**src/rtl/fifo_pkg.sv**
```systemverilog
// Shared FIFO pointer helpers for the write- and read-side controllers: default widths and Gray conversions.
// Conversions work on a 32-bit word; callers zero-extend their pointer and size-cast the result back.
package fifo_pkg;

  localparam int ADDR_WIDTH_DEF = 3;
  localparam int PTR_W_DEF      = ADDR_WIDTH_DEF + 1;

  typedef logic [31:0] ptr_word_t;

  function automatic ptr_word_t bin2gray(input ptr_word_t b);
    return b ^ (b >> 1);
  endfunction

  // Prefix XOR from the MSB down, done as a log-depth shift cascade.
  function automatic ptr_word_t gray2bin(input ptr_word_t g);
    ptr_word_t b;
    b = g ^ (g >> 1);
    b = b ^ (b >> 2);
    b = b ^ (b >> 4);
    b = b ^ (b >> 8);
    b = b ^ (b >> 16);
    return b;
  endfunction

endpackage

```
**src/rtl/fifo_wr_ctrl_if.sv**
```systemverilog
// Producer-side bundle of the FIFO write controller; W_ALMOST_FULL exists only with FIFO_WR_ALMOST_FULL_EN.
// master = producer (drives W_INC), slave = controller.
interface fifo_wr_ctrl_if
  import fifo_pkg::*;
#(
  parameter int ADDR_WIDTH = ADDR_WIDTH_DEF
);

  logic                  W_INC;
  logic                  W_CLKEN;
  logic [ADDR_WIDTH-1:0] W_ADDR;
  logic                  W_FULL;
  logic [ADDR_WIDTH:0]   W_LEVEL;

`ifdef FIFO_WR_ALMOST_FULL_EN
  logic                  W_ALMOST_FULL;

  modport master (output W_INC, input W_CLKEN, W_ADDR, W_FULL, W_LEVEL, W_ALMOST_FULL);
  modport slave  (input W_INC, output W_CLKEN, W_ADDR, W_FULL, W_LEVEL, W_ALMOST_FULL);
`else
  modport master (output W_INC, input W_CLKEN, W_ADDR, W_FULL, W_LEVEL);
  modport slave  (input W_INC, output W_CLKEN, W_ADDR, W_FULL, W_LEVEL);
`endif

endinterface

```
**src/rtl/ptr_sync.sv**
```systemverilog
// Two-flop synchronizer bringing a Gray pointer into the local clock domain, synchronous active-high reset.
// Latency 2 clk edges; no flow control.
module ptr_sync
  import fifo_pkg::*;
#(
  parameter int WIDTH = PTR_W_DEF
) (
  input  logic             clk,
  input  logic             rst,
  input  logic [WIDTH-1:0] d,
  output logic [WIDTH-1:0] q
);

  logic [WIDTH-1:0] meta;

  always_ff @(posedge clk) begin
    if (rst) begin
      meta <= '0;
      q    <= '0;
    end else begin
      meta <= d;
      q    <= meta;
    end
  end

endmodule

```
**src/rtl/fifo_wr_ctrl.sv**
```systemverilog
// Async-FIFO write-side controller: pointers, Gray export, registered full, conservative level; optional FIFO_WR_ALMOST_FULL_EN.
// Write lands on the edge W_INC is seen (0 latency); W_INC while W_FULL is dropped silently.
module fifo_wr_ctrl
  import fifo_pkg::*;
#(
  parameter int ADDR_WIDTH = ADDR_WIDTH_DEF,
  parameter int AF_MARGIN  = 2
) (
  input  logic              W_CLK,
  input  logic              W_RST,
  fifo_wr_ctrl_if.slave     wr,
  input  logic [ADDR_WIDTH:0] R_PTR_GRAY,
  output logic [ADDR_WIDTH:0] W_PTR_GRAY
);

  localparam int PW = ADDR_WIDTH + 1;

  logic [PW-1:0] wbin;
  logic [PW-1:0] wgray;
  logic [PW-1:0] wbin_next;
  logic [PW-1:0] wgray_next;
  logic [PW-1:0] rq2;
  logic [PW-1:0] rbin;
  logic [PW-1:0] full_ptr;
  logic          w_full;
  logic          w_clken;
  logic          full_next;

  ptr_sync #(.WIDTH(PW)) u_rptr_sync (
    .clk (W_CLK),
    .rst (W_RST),
    .d   (R_PTR_GRAY),
    .q   (rq2)
  );

  assign w_clken    = wr.W_INC & ~w_full & ~W_RST;
  assign wbin_next  = wbin + PW'(w_clken);
  assign wgray_next = PW'(bin2gray(ptr_word_t'(wbin_next)));
  assign rbin       = PW'(gray2bin(ptr_word_t'(rq2)));

  // Full when the writer is exactly one lap ahead: top two Gray bits inverted, rest equal.
  assign full_ptr   = {~rq2[PW-1:PW-2], rq2[PW-3:0]};
  assign full_next  = (wgray_next == full_ptr);

  always_ff @(posedge W_CLK) begin
    if (W_RST) begin
      wbin   <= '0;
      wgray  <= '0;
      w_full <= 1'b0;
    end else begin
      wbin   <= wbin_next;
      wgray  <= wgray_next;
      w_full <= full_next;
    end
  end

  assign wr.W_CLKEN = w_clken;
  assign wr.W_ADDR  = wbin[ADDR_WIDTH-1:0];
  assign wr.W_FULL  = w_full;
  assign wr.W_LEVEL = wbin - rbin;
  assign W_PTR_GRAY = wgray;

`ifdef FIFO_WR_ALMOST_FULL_EN
  localparam int            DEPTH     = 1 << ADDR_WIDTH;
  localparam logic [PW-1:0] AF_THRESH = PW'(DEPTH - AF_MARGIN);

  logic [PW-1:0] level_next;
  logic          w_almost_full;

  // Same stale rq2 as full, so this flag can only run early, never late.
  assign level_next = wbin_next - rbin;

  always_ff @(posedge W_CLK) begin
    if (W_RST) begin
      w_almost_full <= 1'b0;
    end else begin
      w_almost_full <= (level_next >= AF_THRESH);
    end
  end

  assign wr.W_ALMOST_FULL = w_almost_full;
`else
  // Almost-full disabled: no port and no logic.
`endif

endmodule

```
**src/flat_wrapper.sv**
```systemverilog
// flat-port wrapper written by rule: the top's interface ports become plain ports
module fifo_wr_ctrl_flat import fifo_pkg::*;
#(
  parameter int ADDR_WIDTH = ADDR_WIDTH_DEF,
  parameter int AF_MARGIN  = 2
)
  (W_CLK, W_RST, R_PTR_GRAY, W_PTR_GRAY, wr_W_INC, wr_W_CLKEN, wr_W_ADDR, wr_W_FULL, wr_W_LEVEL);
  fifo_wr_ctrl_if #(.ADDR_WIDTH(ADDR_WIDTH)) wr_i ();
  input  logic W_CLK;
  input  logic W_RST;
  input  logic [ADDR_WIDTH:0] R_PTR_GRAY;
  output logic [ADDR_WIDTH:0] W_PTR_GRAY;
  input wire logic [$bits(wr_i.W_INC)-1:0] wr_W_INC;
  output wire logic [$bits(wr_i.W_CLKEN)-1:0] wr_W_CLKEN;
  output wire logic [$bits(wr_i.W_ADDR)-1:0] wr_W_ADDR;
  output wire logic [$bits(wr_i.W_FULL)-1:0] wr_W_FULL;
  output wire logic [$bits(wr_i.W_LEVEL)-1:0] wr_W_LEVEL;
  assign wr_i.W_INC = wr_W_INC;
  assign wr_W_CLKEN = wr_i.W_CLKEN;
  assign wr_W_ADDR = wr_i.W_ADDR;
  assign wr_W_FULL = wr_i.W_FULL;
  assign wr_W_LEVEL = wr_i.W_LEVEL;
  fifo_wr_ctrl #(.ADDR_WIDTH(ADDR_WIDTH), .AF_MARGIN(AF_MARGIN)) u_core (.W_CLK(W_CLK), .W_RST(W_RST), .wr(wr_i), .R_PTR_GRAY(R_PTR_GRAY), .W_PTR_GRAY(W_PTR_GRAY));
endmodule
```
**config.mk**
```make
export PLATFORM = sky130hd
export DESIGN_NAME = fifo_wr_ctrl_flat
export DESIGN_NICKNAME = d
export VERILOG_FILES = /design/src/rtl/fifo_pkg.sv /design/src/rtl/fifo_wr_ctrl_if.sv /design/src/rtl/ptr_sync.sv /design/src/rtl/fifo_wr_ctrl.sv /design/src/flat_wrapper.sv
export SDC_FILE = /design/constraint.sdc
export NUM_CORES = 1
export LEC_CHECK = 0
export BUFFER_PORTS_ARGS = -buffer_cell sky130_fd_sc_hd__buf_2
export CORE_MARGIN = 2
export CORE_UTILIZATION = 49
export CTS_CLUSTER_SIZE = 25
export DETAILED_ROUTE_END_ITERATION = 6
export PLACE_DENSITY = 0.86
export REMOVE_ABC_BUFFERS = 1
export SLEW_MARGIN = 20
export SYNTH_ARGS = -nofsm -noshare
export SYNTH_HDL_FRONTEND = slang
export SYNTH_HIERARCHICAL = 1
export SYNTH_SLANG_ARGS = --single-unit
```
**constraint.sdc**
```tcl
create_clock -name W_CLK -period 3.2 [get_ports W_CLK]
set_input_delay 0.8 -clock W_CLK [delete_from_list [all_inputs] [get_ports W_CLK]]
set_output_delay 0.8 -clock W_CLK [all_outputs]
set_load 0.005 [all_outputs]
```
==> results by group <==
Timing
  • F_max: 0.325 GHz
  • Pins Over Slew Limit: 0
  • Fin. Hold Viols: 0
  • Rel. slew slack: 0.708
  • RSZ-0062 raised after global routing: no
  • Setup TNS: 0 ps
  • Hold Slack: between 400 and 500 ps
  • Tcrit/Tclk final: 0.962
  • Worst Tran Pin Value: about 440 ps
  • Final setup viols: 0
  • Tmin final: a little over 3000 ps
  • Min setup slack post-route: 120 ps
  • Clk_skew: about 4.3 ps

Route
  • DR pass1 iterations: 4
  • Drt drc: 0
  • WL final: approximately 1400 µm
  • Via count: 579
  • Vias/cell: 5.08
  • ANT nets after route: 0
  • DR WL/cell: 12.4 µm
  • Iteration-0 DRC Markers: 7

Cells and area
  • Ant. Diodes: 0
  • Finished Cell Area: 907 µm²
  • Fraction of layout cells with a size suffix above 1: 0.265
  • Nets: 112
  • Layout area overhead: 20.0%

Synthesis
  • Synth area leaders: dfxtp_1, xnor2_1, ha_1
  • Yosys cell types: 18
  • Synth warn: 6
  • Top FF cell, synth: dfxtp_1
  • Most frequent cells after synthesis: dfxtp_1, nor2b_1, xnor2_1
  • Area of the mapped netlist: approximately 760 µm²
  • Yosys reg bits: 16
  • Synth Instances: 77
  • Cell with the most instances after synthesis: dfxtp_1
  • Top-area cell type share of the netlist area: 0.424
  • Sequential fraction of the synthesis area: 0.424
  • Syn Area/Cell: around 9.8 µm²
  • Area leader, netlist: dfxtp_1
  • Async SR Flop Fraction: 0
  • EDFF count, synth: 0

GRT
  • Vias in the first global route: approximately 570
  • First-pass GRT wire length: approximately 2400 µm
  • Gr usage total: 0.175
  • Initial antenna violation count: 0
  • Largest net degree at the start of global routing: 17
  • GRT overflow: 0

Clocking
  • Num CTS Buffers: 3
  • Post-CTS Setup Repair Bufs: 0
  • CTS sink count: 16
  • Maximum level of the CTS H-tree: 1
  • Clock transition at path regs: roughly 90 ps
  • Clk Latency, worst-skew pair: 290 ps
  • CTS root buf: clkbuf_4
  • TritonCTS clock tree: yes
  • CTS Buffer Depth: 2

Worst setup path
  • Worst-path maximum fanout: 3
  • Slowest CP cell: fa_1
  • CP Capture Type: output pin
  • Crit start category: flip-flop
  • Crit-path cells: xnor2_1 -> xor2_2 -> xnor2_1 -> ha_1 -> inv_1 -> fa_1 -> xor2_1 -> buf_2
  • Critical Path AT: roughly 2300 ps
  • Most Frequent Cell on Critical Path: xnor2_1
  • RR Startpoint: u_core/wr.W_FULL
  • WP data required: 2400 ps
  • Delay-heaviest family, CP: XOR/XNOR gates
  • CP bufs+invs: 2
  • Crit path launch: u_core/u_rptr_sync/q[2]
  • CP peak stage delay: approximately 390 ps
  • Critical path type: reg2out

Pwr
  • Power Density: around 470 nW/µm²
  • Peak supply drop: about 0.29 mV
  • Leak pwr: 0.412 nW
  • Power Total: ~0.42 mW

Placement
  • Detail Placement HPWL: between 1000 and 1500 µm
  • Port bufs: 19
  • Setup WS pre-CTS: approximately 370 ps
  • Placed Instance Area: 863 µm²
  • GPL Wtd Cong: just under 0.8

Floorplan
  • Core area: 1470 µm²
  • Die height: 43.3 µm
  • Initial cell density of the core: 0.514
  • I/O Pins: 20
  • Die area: approximately 1900 µm²
  • FP Rows: 14
  • Die X: ~43 µm

Run
  • Max cap viols: 0

Status
  • Status: complete, no violations

Hold path
  • Hold path startpoint: u_core/u_rptr_sync/meta[1]
  • Min-delay worst type: reg2reg
==> what timing repair did <==
action,in CTS,in global routing
hold buffers,0,0
resized for setup,0,1
setup endpoints to repair,0,2
==> area by class of cell <==
type | instances | area (µm²)
clock buffers | 4 | 36.3
multi-input cells | 55 | 417
flip-flops and latches | 16 | 320
well taps | 16 | 20.0
repair buffers | 20 | 103
fillers | 129 | 564
inverters | 3 | 11.3
==> worst reg2reg max path: cells and delay by family, from the launching register on <==
kind	cells	cell delay [ps]
AO/OA/AOI/OAI	2	550
adder cells (fa/ha/maj)	1	370
flip-flops	1	320
AND/OR/NAND/NOR	3	730
==> sequential cells by signal, summed over array words and instances (netlist names) <==
name / cells
u_core/W_PTR_GRAY: 4
u_core/u_rptr_sync/meta: 4
u_core/u_rptr_sync/q: 4
u_core/wbin: 3
u_core/wr.W_FULL: 1
==> final timing paths <==
path	end	slack [ps]	depth (start not counted)
worst min register to register	u_core/u_rptr_sync/q[1]	450	1
worst min-delay path	u_core/u_rptr_sync/q[1]	450	1
worst max register to register	u_core/wr.W_FULL	1160	6
worst max-delay path	wr_W_LEVEL[2]	120	8
==> logic make-up (layout without fill, tap and decap cells) <==
family / after synthesis / in the layout / share of synthesized area
AOI/OAI and AO/OA: 8 / 8 / 0.0662
xor gates and xnor gates: 16 / 16 / 0.185
adders and majority gates: 6 / 6 / 0.109
buffers and inverters: 6 / 27 / 0.0348
DFF: 16 / 16 / 0.424
and+or+nand+nor: 25 / 25 / 0.180
==> power breakdown <==
group / internal (mW) / switching, mW / leakage (nW)
combinational: 0.0415 / 0.0380 / 0.260
clock: 0.0693 / 0.0608 / 0.0210
sequential: 0.207 / 0.00622 / 0.131
total: 0.318 / 0.105 / 0.412
==> layout by cell type, fill, tap and decap left out, drive strengths merged <==
master / synthesis / layout
a21o: 1 / 1
fa: 1 / 1
inv: 3 / 3
nor4: 2 / 2
dfxtp: 16 / 16
o21bai: 1 / 1
nor2: 7 / 7
nor2b: 9 / 9
nand2b: 2 / 2
nand2: 3 / 3
a21oi: 5 / 5
xnor2: 9 / 9
ha: 5 / 5
nand3: 1 / 1
clkbuf: 0 / 4
xor2: 7 / 7
nor3b: 1 / 1
a221o: 1 / 1
buf: 3 / 20
==> through the flow <==
step	util	cells
after floorplan	-	74
after global placement	0.587	110
after detailed placement	0.587	110
after CTS	0.611	114
after global routing	0.616	114
final	0.616	114
==> layer usage <==
metal,share of wire,global-route usage,vias to the layer above
li1,-,-,287
met3,0.045,0.0255,4
met1,0.40,0.201,268
met4,0.026,0.109,0
met5,0,0,-
met2,0.52,0.299,20
Power figures use the tool's default switching activity.
